File: src/rtl/hex_disp_pkg.sv
`default_nettype none
// ============================================================================
//  Module : hex_disp_pkg
//  Brief  : Scan-mode encodings and segment constants shared by the hex display
//  Rev    : 1.0  initial release
// ============================================================================
package hex_disp_pkg;

  typedef enum logic [1:0] {
    MODE_STEP   = 2'b00,
    MODE_AUTO   = 2'b01,
    MODE_HOLD   = 2'b10,
    MODE_DIRECT = 2'b11
  } scan_mode_e;

  localparam logic [6:0] SEG_BLANK = 7'h7F;

endpackage
`default_nettype wire

File: src/rtl/seg7.sv
`default_nettype none
// ============================================================================
//  Module : seg7
//  Brief  : Hex nibble to active-low 7-segment decoder, leds[0]=a .. leds[6]=g
//  Rev    : 1.0  initial release
// ============================================================================
module seg7
  import hex_disp_pkg::*;
(
  input  logic [3:0] bcd,
  output logic [6:0] leds
);

  always_comb begin
    leds = SEG_BLANK;
    case (bcd)
      4'h0: leds = 7'h40;
      4'h1: leds = 7'h79;
      4'h2: leds = 7'h24;
      4'h3: leds = 7'h30;
      4'h4: leds = 7'h19;
      4'h5: leds = 7'h12;
      4'h6: leds = 7'h02;
      4'h7: leds = 7'h78;
      4'h8: leds = 7'h00;
      4'h9: leds = 7'h10;
      4'hA: leds = 7'h08;
      4'hB: leds = 7'h03;
      4'hC: leds = 7'h46;
      4'hD: leds = 7'h21;
      4'hE: leds = 7'h06;
      4'hF: leds = 7'h0E;
      default: leds = SEG_BLANK;
    endcase
  end

endmodule
`default_nettype wire

File: src/rtl/hex_word_scanner.sv
`default_nettype none
// ============================================================================
//  Module : hex_word_scanner
//  Brief  : Captures a debug word and scans its nibbles across NUM_WIN digits
//           plus an index digit (step / auto-scroll / hold / direct modes)
//  Rev    : 1.0  initial release
// ============================================================================
module hex_word_scanner
  import hex_disp_pkg::*;
#(
  parameter int DATA_W  = 32,
  parameter int NUM_WIN = 2,
  parameter int DWELL   = 2**27
) (
  input  logic                   clk,
  input  logic                   rst_n,
  input  logic [DATA_W-1:0]      char,
  input  logic                   char_valid,
  input  logic [1:0]             mode,
  input  logic [3:0]             sel_idx,
  input  logic                   blank,
  output logic [7*NUM_WIN-1:0]   disp_data,
  output logic [6:0]             disp_idx,
  output logic                   led_valid,
  output logic                   led_new
);

  localparam int NIB   = DATA_W / 4;
  localparam int IDX_W = (NIB > 1) ? $clog2(NIB) : 1;
  localparam int CNT_W = $clog2(DWELL);
  localparam int SUM_W = IDX_W + 1;
  localparam int NSEG  = NUM_WIN + 1;

  localparam logic [IDX_W-1:0] IDX_LAST = IDX_W'(NIB - 1);
  localparam logic [CNT_W-1:0] CNT_LAST = CNT_W'(DWELL - 1);
  localparam logic [4:0]       NIB_CNT  = 5'(NIB);

  logic [DATA_W-1:0]    char_store_q, char_store_d;
  logic [IDX_W-1:0]     idx_q, idx_d;
  logic [CNT_W-1:0]     dwell_cnt_q, dwell_cnt_d;
  logic [1:0]           mode_q, mode_d;
  logic                 led_new_q, led_new_d;
  logic [7*NUM_WIN-1:0] disp_data_q, disp_data_d;
  logic [6:0]           disp_idx_q, disp_idx_d;

  logic                 mode_chg;
  logic                 tick;
  logic                 advance;
  logic [IDX_W-1:0]     idx_inc;
  logic [SUM_W-1:0]     win_sum [NUM_WIN];
  logic [4*NSEG-1:0]    seg_in;
  logic [7*NSEG-1:0]    seg_out;

  // Capture, dwell timing and index sequencing
  always_comb begin
    mode_d       = mode;
    mode_chg     = (mode != mode_q);
    char_store_d = char_valid ? char : char_store_q;

    tick        = (dwell_cnt_q == CNT_LAST) && !mode_chg;
    dwell_cnt_d = (mode_chg || dwell_cnt_q == CNT_LAST) ? '0 : dwell_cnt_q + CNT_W'(1);

    idx_inc = (idx_q == IDX_LAST) ? '0 : idx_q + IDX_W'(1);
    advance = 1'b0;
    idx_d   = idx_q;
    case (mode)
      MODE_STEP: advance = tick && char_valid;
      MODE_AUTO: advance = tick;
      MODE_DIRECT: begin
        if ({1'b0, sel_idx} < NIB_CNT) begin
          idx_d = sel_idx[IDX_W-1:0];
        end
      end
      default: ;
    endcase
    if (advance) begin
      idx_d = idx_inc;
    end

    // A capture in the same cycle as the sweep wrap keeps the flag set
    led_new_d = led_new_q;
    if (advance && idx_q == IDX_LAST) begin
      led_new_d = 1'b0;
    end
    if (char_valid) begin
      led_new_d = 1'b1;
    end
  end

  // Window nibble selection; modulo NIB by a single conditional subtract
  always_comb begin
    seg_in = '0;
    for (int w = 0; w < NUM_WIN; w++) begin
      win_sum[w] = SUM_W'(idx_q) + SUM_W'(w);
      if (win_sum[w] >= SUM_W'(NIB)) begin
        win_sum[w] = win_sum[w] - SUM_W'(NIB);
      end
      for (int n = 0; n < NIB; n++) begin
        if (win_sum[w] == SUM_W'(n)) begin
          seg_in[4*w +: 4] = char_store_q[4*n +: 4];
        end
      end
    end
    seg_in[4*NUM_WIN +: IDX_W] = idx_q;
  end

  // Slots 0..NUM_WIN-1 are data digits, slot NUM_WIN is the index digit
  for (genvar g = 0; g < NSEG; g++) begin : g_seg
    seg7 u_seg7 (
      .bcd  (seg_in[4*g +: 4]),
      .leds (seg_out[7*g +: 7])
    );
  end

  always_comb begin
    disp_data_d = blank ? {NUM_WIN{SEG_BLANK}} : seg_out[7*NUM_WIN-1:0];
    disp_idx_d  = blank ? SEG_BLANK : seg_out[7*NUM_WIN +: 7];
  end

  always_ff @(posedge clk or negedge rst_n) begin
    if (!rst_n) begin
      char_store_q <= '0;
      idx_q        <= '0;
      dwell_cnt_q  <= '0;
      mode_q       <= MODE_STEP;
      led_new_q    <= 1'b0;
      disp_data_q  <= {NUM_WIN{SEG_BLANK}};
      disp_idx_q   <= SEG_BLANK;
    end else begin
      char_store_q <= char_store_d;
      idx_q        <= idx_d;
      dwell_cnt_q  <= dwell_cnt_d;
      mode_q       <= mode_d;
      led_new_q    <= led_new_d;
      disp_data_q  <= disp_data_d;
      disp_idx_q   <= disp_idx_d;
    end
  end

  assign disp_data = disp_data_q;
  assign disp_idx  = disp_idx_q;
  assign led_valid = char_valid;
  assign led_new   = led_new_q;

endmodule
`default_nettype wire

File: config.mk
export PLATFORM = sky130hd
export DESIGN_NAME = hex_word_scanner
export DESIGN_NICKNAME = d
export VERILOG_FILES = /design/src/rtl/hex_disp_pkg.sv /design/src/rtl/seg7.sv /design/src/rtl/hex_word_scanner.sv
export SDC_FILE = /design/constraint.sdc
export NUM_CORES = 1
export LEC_CHECK = 0
export ABC_CLOCK_PERIOD_IN_PS = 3400
export CORE_MARGIN = 2
export CORE_UTILIZATION = 30
export CTS_BUF_LIST = sky130_fd_sc_hd__clkbuf_4 sky130_fd_sc_hd__clkbuf_8
export CTS_CLUSTER_SIZE = 40
export DETAILED_ROUTE_END_ITERATION = 10
export DONT_BUFFER_PORTS = 1
export HOLD_SLACK_MARGIN = 0.15
export PLACE_DENSITY = 0.55
export SETUP_SLACK_MARGIN = 0.3
export SYNTH_ARGS = -nofsm -noshare
export SYNTH_HDL_FRONTEND = slang
export SYNTH_SLANG_ARGS = --single-unit
File: constraint.sdc
create_clock -name clk -period 3.4 [get_ports clk]
set_input_delay 0.51 -clock clk [delete_from_list [all_inputs] [get_ports clk]]
set_output_delay 0.51 -clock clk [all_outputs]
set_load 0.02 [all_outputs]
# Yosys cells after proc, flatten, opt, wreduce, memory -nomap -nowiden
# Memories as Yosys holds them, arrays and structs flattened.
# Index checks and enable logic that the tools add are counted.
# totals
word_cells,77
memories,3
regBits,86
romBits,336
# mem_list
name,depth,width,rd,rd_clocked_by_memory_dff,wr,line,rtl
(no name shown),16,7,1,0,0,seg7.sv:16,case (bcd)
(no name shown),16,7,1,0,0,seg7.sv:16,
(no name shown),16,7,1,0,0,seg7.sv:16,
# classes
magnitude_cmp,3
add_sub_neg,5
mux,28
reduce_logical,12
n_eq_ne,19
# ops
operator,count
two-way mux 4 bit,18
"equality test 4 x 3 -> 1 bit, second input constant",8
"adder 27 x 1 -> 27 bit, second input constant",1
"equality test 27 bit, second input constant",1
two-way mux 27 bit,1
"equality test 4 x 2 -> 1 bit, second input constant",4
two-way mux 14 bit,1
two-way mux 3 bit,4
"equality test 4 x 1 -> 1 bit, second input constant",2
zero test 4 bit,2
two-way mux 7 bit,1
nonzero test 2 bit,3
"adder 3 x 1 -> 4 bit, second input constant",1
">= comparator 3 x 4 -> 1 bit, second input constant",1
">= comparator 4 bit, second input constant",1
"less-than comparator 4 bit, second input constant",1
"subtractor 3 x 4 -> 4 bit, second input constant",1
"subtractor 4 bit, second input constant",1
"adder 3 x 1 -> 3 bit, second input constant",1
"equality test 3 bit, second input constant",1
logical AND 1 bit,3
"equality test 2 x 1 -> 1 bit, second input constant",1
"equality test 2 bit, second input constant",1
zero test 2 bit,1
other kinds (6),7

# Depth between registers and ports, before layout
# Gate-level depths: netlist (run 1).
# An unclocked memory read counts as a cell.
# logic_depth
word_depth,14
depth_mapped,13

# Modules after synthesis
# Synthesis (run 1) repeated with hierarchy kept, for this count alone.
# unflattened
hier_cells,540
area_unflattened_um2,5226.3
# modules_own_cells
mod,seq_area_each_um2,instances,cells_per_inst,area_each_um2
hex_word_scanner,2178.3,1,444,4400.5
seg7,0.0,3,32,275.3

# Least setup slack after synthesis (run 1)
# OpenSTA, ideal clock, no wires.
# synth_path
kind,reg2reg
from,register idx_q[0]
to,"register disp_data_q[12], in the netlist disp_data[12]"
n_path_buf,1
t_arrival_ps,2983
synth_period_minus_slack_ps,3067
stages_incl_launch_ff,13
setup_slack_ps,333
setup_ps,84
required_time_ps,3316
cell_sequence,dfrtp_1 > ha_1 > ha_1 > clkbuf_1 > a22o_1 > a221oi_1 > a211oi_1 > o21ai_1 > inv_1 > ha_1 > nor3b_1 > o21bai_1 > a221o_1
# synth_between
elab_chain_len,14
elab_cells_between_ends,22
cone_classes,2 x add/sub; 1 x order compare; 7 x eq/ne; 10 x mux; 1 x reduce/logical; 1 x memory
# synth_lines
item,line,rtl
from (decl),hex_word_scanner.sv:39,"logic [IDX_W-1:0] idx_q, idx_d;"
from (signal assigned),hex_word_scanner.sv:131,idx_q <= idx_d;
adder 3 x 1 -> 4 bit *,hex_word_scanner.sv:94,win_sum[w] = SUM_W'(idx_q) + SUM_W'(w);
subtractor 4 bit / >= comparator 4 bit (equally long branches),"hex_word_scanner.sv:96, hex_word_scanner.sv:95",
two-way mux 4 bit *,hex_word_scanner.sv:95,if (win_sum[w] >= SUM_W'(NIB)) begin
zero test 4 bit,hex_word_scanner.sv:99,if (win_sum[w] == SUM_W'(n)) begin
two-way mux 4 bit (7 in series),hex_word_scanner.sv:99,
two-way mux 4 bit *,hex_word_scanner.sv:99,
memory (16 x 7 bit) *,-,
two-way mux 14 bit *,hex_word_scanner.sv:116,disp_data_d = blank ? {NUM_WIN{SEG_BLANK}} : seg_out[7*NUM_WIN-1:0];
named net disp_data_d[12],hex_word_scanner.sv:43,"logic [7*NUM_WIN-1:0] disp_data_q, disp_data_d;"
to (signal assigned),hex_word_scanner.sv:127,disp_data_q <= {NUM_WIN{SEG_BLANK}};
to (signal assigned),hex_word_scanner.sv:135,disp_data_q <= disp_data_d;
to (decl),hex_word_scanner.sv:43,
# Mark *: on every way through the listed nets, which the timed path passes. The rest lies on a longest branch.
# A chain may end at the register's enable or synchronous reset.

# Final worst setup path (run 1)
# layout_path
from,register idx_q[2]
to,"register disp_data_q[12], in the netlist disp_data[12]"
# Same word-level chain as after synthesis.

==> results.md, run 1 <==
Outcome:
- The flow ran to the end, and the final reports show no timing, DRC or antenna violations.

Worst setup path:
- The endpoint identified for the worst register-to-register timing path is disp_data[12].
- In this run the register-to-register setup slack is 0.50 ns.
- Traced cell by cell, the critical path runs through inv_2, ha_4, a221oi_1, nand3_1, a32o_2, inv_1, ha_1, nor3b_1, o21bai_1, a221o_1.
- In this design, the stage delay of the slowest critical-path cell is 0.50 ns.
- The worst setup path is captured at a register.
- For this design, the slowest cell found on the critical path is sky130_fd_sc_hd__dfrtp_2.
- The worst register-to-register path has a depth of 10.
- The worst path arrival time is 3.21 ns.
- The peak fanout along the critical path is 12.
- The required time at the worst-slack endpoint is 3.71 ns.
- The worst setup path is of the reg -> reg kind.
- The startpoint identified for the worst register-to-register timing path is idx_q[2].
- STA classifies the critical path startpoint as a register.

Global route:
- The total congestion overflow is 0.
- The number of global-route vias before repair is around 3,500.
- The overall routing resource usage is 14.2%.
- The number of antenna violations at the first check in global routing was 6.
- The pin count of the biggest net entering global routing is 87.
- The first global-routing pass estimated between 15,000 and 20,000 µm of wire.

Yosys:
- For this run, asynchronously set or reset flops after synthesis account for 100%.
- The cell count after synthesis is 485.
- Of the post-synthesis cell area, the dominant cell type holds roughly 33%.
- The leading register cell type out of synthesis is sky130_fd_sc_hd__dfrtp_1.
- The synthesized netlist contains between 60 and 70 unique library cells.
- The multiplexer share of the synthesized area is a little under a tenth.
- By area the synthesized netlist is led by sky130_fd_sc_hd__dfrtp_1, sky130_fd_sc_hd__dfstp_2, sky130_fd_sc_hd__mux2_2.
- The number of nets in the synthesized netlist is 550.
- The count of flip-flops with a built-in enable after synthesis is 0.
- The synthesized netlist devotes between 4 and 5% of its cell area to XOR and XNOR gates.
- sky130_fd_sc_hd__dfrtp_1 takes more of the synthesized area than any other cell.
- The synthesized-area fraction occupied by and/or/nand/nor cells is between 15 and 20%.
- A synthesized cell averages 10.1 µm².
- The complex-gate fraction of the synthesized area is between 10% and 20%.
- After synthesis, the largest family of logic cells by area is simple AND/OR/NAND/NOR gates.
- The total number of yosys warnings is 0.
- Summing the sequential cell areas from Yosys gives between 40 and 50% of the chip area.
- After Yosys synthesis, full adders, half adders and majority gates account for 5.89% of the synthesized area.
- After synthesis the netlist holds a flip-flop and latch count of 86.
- The cell area after synthesis is 4880 µm².

Placed design:
- The count of buffers from port buffering is 0.
- The global placement routability congestion is 0.883.
- Summed over all nets, the half-perimeter wirelength after detailed placement is about 8800 µm.
- The area after detailed placement is 5070 µm².

Clock tree:
- After clock tree synthesis, the clock-pin slew on the worst setup and hold paths is 0.07 ns.
- Buffers inserted during clock tree synthesis total 9.
- The tree is rooted in a sky130_fd_sc_hd__clkbuf_8.
- TritonCTS built the clock tree.
- CTS saw 86 sinks.
- The clock latency at the later pin of the worst-skew pair is 0.37 ns.
- The buffer levels on the longest clock path is 2.
- The deepest level of the CTS H-tree is 3.

Timing:
- The fmax is ~340 MHz.
- Setup repair after global routing left no endpoint under its margin.
- For the finished layout, the period the worst path requires is 2.90 ns.
- The number of hold violations in the final report was 0.
- Setup violations remaining at the end of the flow were counted as 0.
- The worst clock skew is between 0.007 and 0.008 ns.
- For the final routed database, the setup TNS stands at 0 ns.
- Measured against its own limit, the worst slew margin works out to 52.4%.
- The final number of max-transition violations came to 0.
- On the final layout, the worst hold slack is 0.257 ns.
- Dividing the final minimum period by the clock period gives 85.4%.
- The actual transition at the worst max-transition pin is 0.708 ns.

Floorplanning:
- After floorplanning, the core was divided into 46 placement rows.
- The die is about 130 µm wide.
- The number of top-level pins is 65.
- The die area is roughly 17,000 µm².
- The vertical extent of the die is 132 µm.
- The initial utilization of the core area, before any placement, comes to 30.7%.
- The core box area is roughly 16,000 µm².

Min path:
- The worst hold path begins at char_valid.
- The worst-case hold path end point is char_store_q[11].
- Along the worst hold path, the cell count comes to 1.
- The worst hold path belongs to the class in -> reg.

Detailed routing:
- Detailed routing inserted a total of 3,600 vias.
- In the routed layout, each cell is associated on average with a via count of around 5.
- The detailed router finished its first iteration with 211 violations.
- For this run, the detailed router's first-pass iteration total came to 5.
- The post-route DRC violation count is 0.
- The remaining number of nets flagged by the antenna check after routing is 0.
- The total length of routed wires is 11,900 µm.
- Dividing the detail-routed wire length by the instance count gives 16.9 µm.

Final layout:
- Once layout is done, the placed cells without fillers occupy 5380 µm².
- The filler cells instantiated in the layout total 1,648.
- The top cell types in the final layout, fill and taps aside, are sky130_fd_sc_hd__dfrtp_1, sky130_fd_sc_hd__nor2_1, sky130_fd_sc_hd__nand2_1, sky130_fd_sc_hd__mux2_2.
- Leaving out fill and tap cells, the most frequent cell in the layout is sky130_fd_sc_hd__dfrtp_1.
- The area growth from synthesis to layout is 10.1%.
- Of the cells placed in the final design, the portion with a size suffix greater than 1 is 20.1%.
- The net total in the final layout is around 550.

Power:
- In this run the power density over the cells is between 600 and 700 nW/µm².
- After layout, the design draws a total of 3240 µW.
- Summed over all cells, the static leakage comes to 0.00214 µW.
- Across the VDD grid, the largest voltage drop is 0.000275 V.

Flow run:
- Max-cap violations in this run came to 0.
[flip-flops by register name (all words and copies together) (netlist names)]
name / cells
led_new: 1
mode_q: 2
idx_q: 3
disp_data: 14
dwell_cnt_q: 27
char_store_q: 32
disp_idx: 7
[worst max-delay path, delay by kind of cell (launching register included)]
kind            cells  cell delay [ns]
fa+ha+maj           2             0.47
compound gates      4             1.06
simple gates        2             0.46
flops               1             0.50
buf+inv             2             0.35
[routing by layer]
layer | routed length, µm | vias to the layer above | GRT usage [%]
li1 | - | 1707 | -
met1 | 5070 | 1772 | 17.0
met2 | 5750 | 90 | 23.3
met3 | 843 | 23 | 5.25
met4 | 201 | 8 | 5.13
met5 | 61 | - | 0
[metrics by stage]
stage                     worst slack (ns)  util (%)  std cells
after detailed placement             0.214      31.9        683
after global placement               0.372      31.9        683
after CTS                            0.324      33.4        703
final                                0.498      33.8        706
after global routing                 0.304      33.8        703
after floorplan                      0.333         -        485
[what timing repair did]
action,4_1_cts,5_1_grt
endpoints found under the hold margin,88,0
hold buffers,4,0
setup buffers,0,0
endpoints found under the setup margin,2,7
resized for setup,3,13
[power breakdown]
group	internal [µW]	leakage, µW	switching [µW]	total, µW
clock	298	0.0000930	350	648
sequential	1230	0.00104	207	1430
combinational	491	0.00100	669	1160
total	2020	0.00214	1230	3240
[logic make-up (layout without fill, tap and decap cells)]
logic type	Yosys count	after routing
AOI/OAI and AO/OA	102	102
xor gates and xnor gates	24	24
adders and majority gates	23	23
buffers and inverters	46	48
DFF	86	86
muxes	41	41
other	0	3
and+or+nand+nor	163	163
[Yosys cell counts, drive strengths merged (3+ instances only)]
master	instances
a221o	3
nand3b	6
nor2b	7
mux2i	9
dfstp	21
mux2	32
o22ai	5
a21oi	21
nand4	10
a31oi	3
a32oi	3
dfrtp	65
nor3b	9
o211ai	5
xnor2	10
or3	4
xor2	14
nand2	46
or2	3
o31ai	5
clkbuf	12
inv	22
a21o	7
o21bai	3
buf	11
and2	3
nor2	48
nand3	11
nand2b	5
a21boi	3
and4	3
ha	23
o21ai	20
[area by class of cell]
class	count	area, µm²	area share, %
well taps	216	270	5.03
inverters	23	86.3	1.61
diodes	3	7.51	0.140
clock inverters	4	22.5	0.419
multi-input cells	353	2560	47.6
clock buffers	12	153	2.84
repair buffers	9	95.1	1.77
flip-flops and latches	86	2180	40.6
[worst max-delay path by stage]
stage	start	to	slack, ns	cells after the start
floorplan	idx_q[0]	disp_data[12]	0.33	12
global placement	idx_q[0]	disp_data[12]	0.37	10
detailed placement	idx_q[0]	disp_data[12]	0.21	10
CTS	idx_q[0]	disp_data[12]	0.32	10
global route	idx_q[0]	disp_data[0]	0.30	11
finish	idx_q[2]	disp_data[12]	0.50	10
(Power assumes the default switching activity.)
==> run 2, diff against run 1 <==
CORE_MARGIN = unset   (was 2)
PLACE_DENSITY = 0.46   (was 0.55)
==> results.md, run 2 (same netlist as run 1, synthesis figures left out) <==
Clock tree:
- The tree is rooted in a sky130_fd_sc_hd__clkbuf_8.
- The number of clock sinks came to 86 (unchanged).
- The deepest level of the CTS H-tree came to 3 (unchanged).
- The total CTS buffers was 9 (unchanged).
- The clock-pin transition on the worst setup and hold timing paths is 0.09 ns (+0.02 ns).
- The buffer levels on the longest clock path is 2 (unchanged).
- TritonCTS built the clock tree.
- The clock latency at the later pin of the worst-skew pair is 0.38 ns (about the same).

Worst setup path:
- The worst setup path category is reg -> reg.
- The required time at the worst-slack endpoint came to 3.70 ns (about the same).
- The worst setup path startpoint is idx_q[2].
- The startpoint of the worst register-to-register path is idx_q[2].
- STA classifies the critical path startpoint as a register.
- The sort of element at the end of the critical path is a register.
- The worst path arrival time came to 3.23 ns (+0.02 ns).
- The peak fanout along the critical path was 12 (unchanged).

Floorplanning:
- The die outline width is 130 µm (-1.5%).
- The starting density of the core is 30.7% (unchanged).
- The number of placement rows is 46 (unchanged).
- The die area is 16,800 µm² (-3.0%).
- The core box area is 15,900 µm² (unchanged).
- The vertical extent of the die was 130 µm (-1.5%).
- The number of top-level pins is 65 (unchanged).

Power:
- The worst vdd rail ir drop was 0.000245 V (-11%).
- The static leakage was 0.00213 µW (-0.16%).
- The total power per unit cell area is 617 nW/µm² (+2.4%).

Placed design:
- The post-DP HPWL is 8790 µm (-0.25%).
- The global placement routability congestion came to 0.870 (-1.4%).
- The setup slack at placement is 0.192 ns (-0.0218 ns).
- The count of buffers from port buffering is 0 (unchanged).

Global route:
- The overall routing resource usage is 15.5% (+1.3 points).
- The number of antenna violations at the first check in global routing came to 4 (-2).
- The total congestion overflow is 0 (unchanged).
- The number of global-route vias before repair is 3,585 (+1.6%).
- The global-route wire length before repair is 19,700 µm (+1.1%).
- The pin count of the biggest net entering global routing was 87 (unchanged).

Timing:
- The total setup violations reported at the end of the flow was 0 (unchanged).
- The final number of max-transition violations is 0 (unchanged).
- The actual transition at the worst max-transition pin came to 0.705 ns (-0.00228 ns).
- The worst slew slack as a fraction of its limit is 52.6% (+0.15 points).
- The post-route clock period utilization is 86.4% (+1.0 points).
- The worst clock skew is 0.0187 ns (+0.0110 ns).
- The number of hold violations in the final report is 0 (unchanged).
- The accumulated negative setup slack is 0 ns (unchanged).
- The fmax came to 340 MHz (-1.2%).
- The time the worst path needs with I/O delays and setup was 2.94 ns (+0.0352 ns).
- The least setup slack across all paths after layout came to 0.462 ns (-0.0352 ns).
- Setup repair after global routing could not meet its margin everywhere.

Detailed routing:
- The remaining number of nets flagged by the antenna check after routing is 0 (unchanged).
- The total length of routed wires is 12,200 µm (+2.5%).
- The violation count after the first detailed-route iteration is 180 (-15%).
- The post-route DRC violation count is 0 (unchanged).
- The via density per instance came to 5.02 (-1.5%).
- The per-cell routed wire length came to 17.4 µm (+2.8%).
- The number of detailed-routing iterations run before antenna repair is 4 (-1).
- The total via count in the routed design came to 3,536 (-1.8%).

Final layout:
- In the layout the commonest cells are sky130_fd_sc_hd__dfrtp_1, sky130_fd_sc_hd__nor2_1, sky130_fd_sc_hd__nand2_1, sky130_fd_sc_hd__mux2_2.
- The utilization after layout is 33.9% (about the same).
- The area growth from synthesis to layout was 10.1% (about the same).
- The leading cell type in the layout, fill and taps excluded is sky130_fd_sc_hd__dfrtp_1.
- The number of flip-flops under the largest register name is 32 (unchanged).
- The net total in the final layout is 546 (-0.18%).
- Counting flops per register, the top entry is char_store_q.
- The number of fill cells is 1,664 (+0.97%).
- The ratio of cells with drive above 1 in the final layout came to 19.8% (-0.37 points).

Flow run:
- The total of max-cap violations is 0 (unchanged).

Outcome:
- The flow ran to the end, and the final reports show no timing, DRC or antenna violations.

Min path:
- In this run the most critical hold path is launched from char_valid.
- The path type of the worst min-delay path is in -> reg.
## run 2: repair_timing
action / CTS / global route
resized for setup: 3 / 10
buffers inserted: 0 / 0
setup endpoints to repair: 3 / 7
hold buffers: 4 / 0
hold endpoints to repair: 88 / 0
## run 2: layout make-up
cell class	instances	area (µm²)	area share (%)
Antenna cell	2	5.00	0.0931
Clock buffer	11	145	2.70
Clock inverter	5	58.8	1.09
Inverter	23	86.3	1.61
Multi-Input combinational cell	353	2540	47.3
Sequential cell	86	2180	40.6
Tap cell	216	270	5.03
Timing Repair Buffer	8	87.6	1.63
## run 2: routing by layer
layer / global-route usage, % / routed length, µm / vias up
met5: 0 / 23 / -
met4: 4.45 / 163 / 4
met3: 5.78 / 677 / 16
met2: 24.8 / 5810 / 65
met1: 19.6 / 5550 / 1739
li1: - / - / 1712
## run 2: worst max-delay path, stage by stage (launching register included)
cell and delay, ns:
sky130_fd_sc_hd__dfrtp_2 0.50, sky130_fd_sc_hd__inv_2 0.20, sky130_fd_sc_hd__ha_2 0.39, sky130_fd_sc_hd__a22o_1 0.27
sky130_fd_sc_hd__a221o_1 0.35, sky130_fd_sc_hd__a41oi_2 0.30, sky130_fd_sc_hd__or2_1 0.35, sky130_fd_sc_hd__mux2_1 0.36
sky130_fd_sc_hd__o21ai_1 0.13
## run 2: where the power goes
group          switching, µW  internal, µW  leakage, µW
clock                    380           368    0.0000990
combinational            662           480     0.000993
sequential               205          1230      0.00104
total                   1250          2070      0.00213
## run 2: final timing paths
check / endpoint / slack (ns) / depth (start not counted)
worst min register to register: dwell_cnt_q[0] / 0.49 / 1
worst max register to register: disp_data[11] / 0.46 / 8
min in group asynchronous: char_store_q[9] / 0.70 / 2
worst max-delay path: disp_data[11] / 0.46 / 8
worst min-delay path: char_store_q[11] / 0.25 / 1
max in group asynchronous: disp_data[0] / 2.32 / 2
## run 2: metrics by stage
stage | total power (µW) | hold slack, ns | std cells | instance area (µm²)
3_5_place_dp | 2530 | 0.219 | 682 | 5060
3_3_place_gp | 2530 | 0.217 | 682 | 5060
2_1_floorplan | 2290 | 0.214 | 485 | 4880
4_1_cts | 3340 | 0.222 | 702 | 5330
6_report | 3320 | 0.253 | 704 | 5380
5_1_grt | 3540 | 0.232 | 703 | 5380
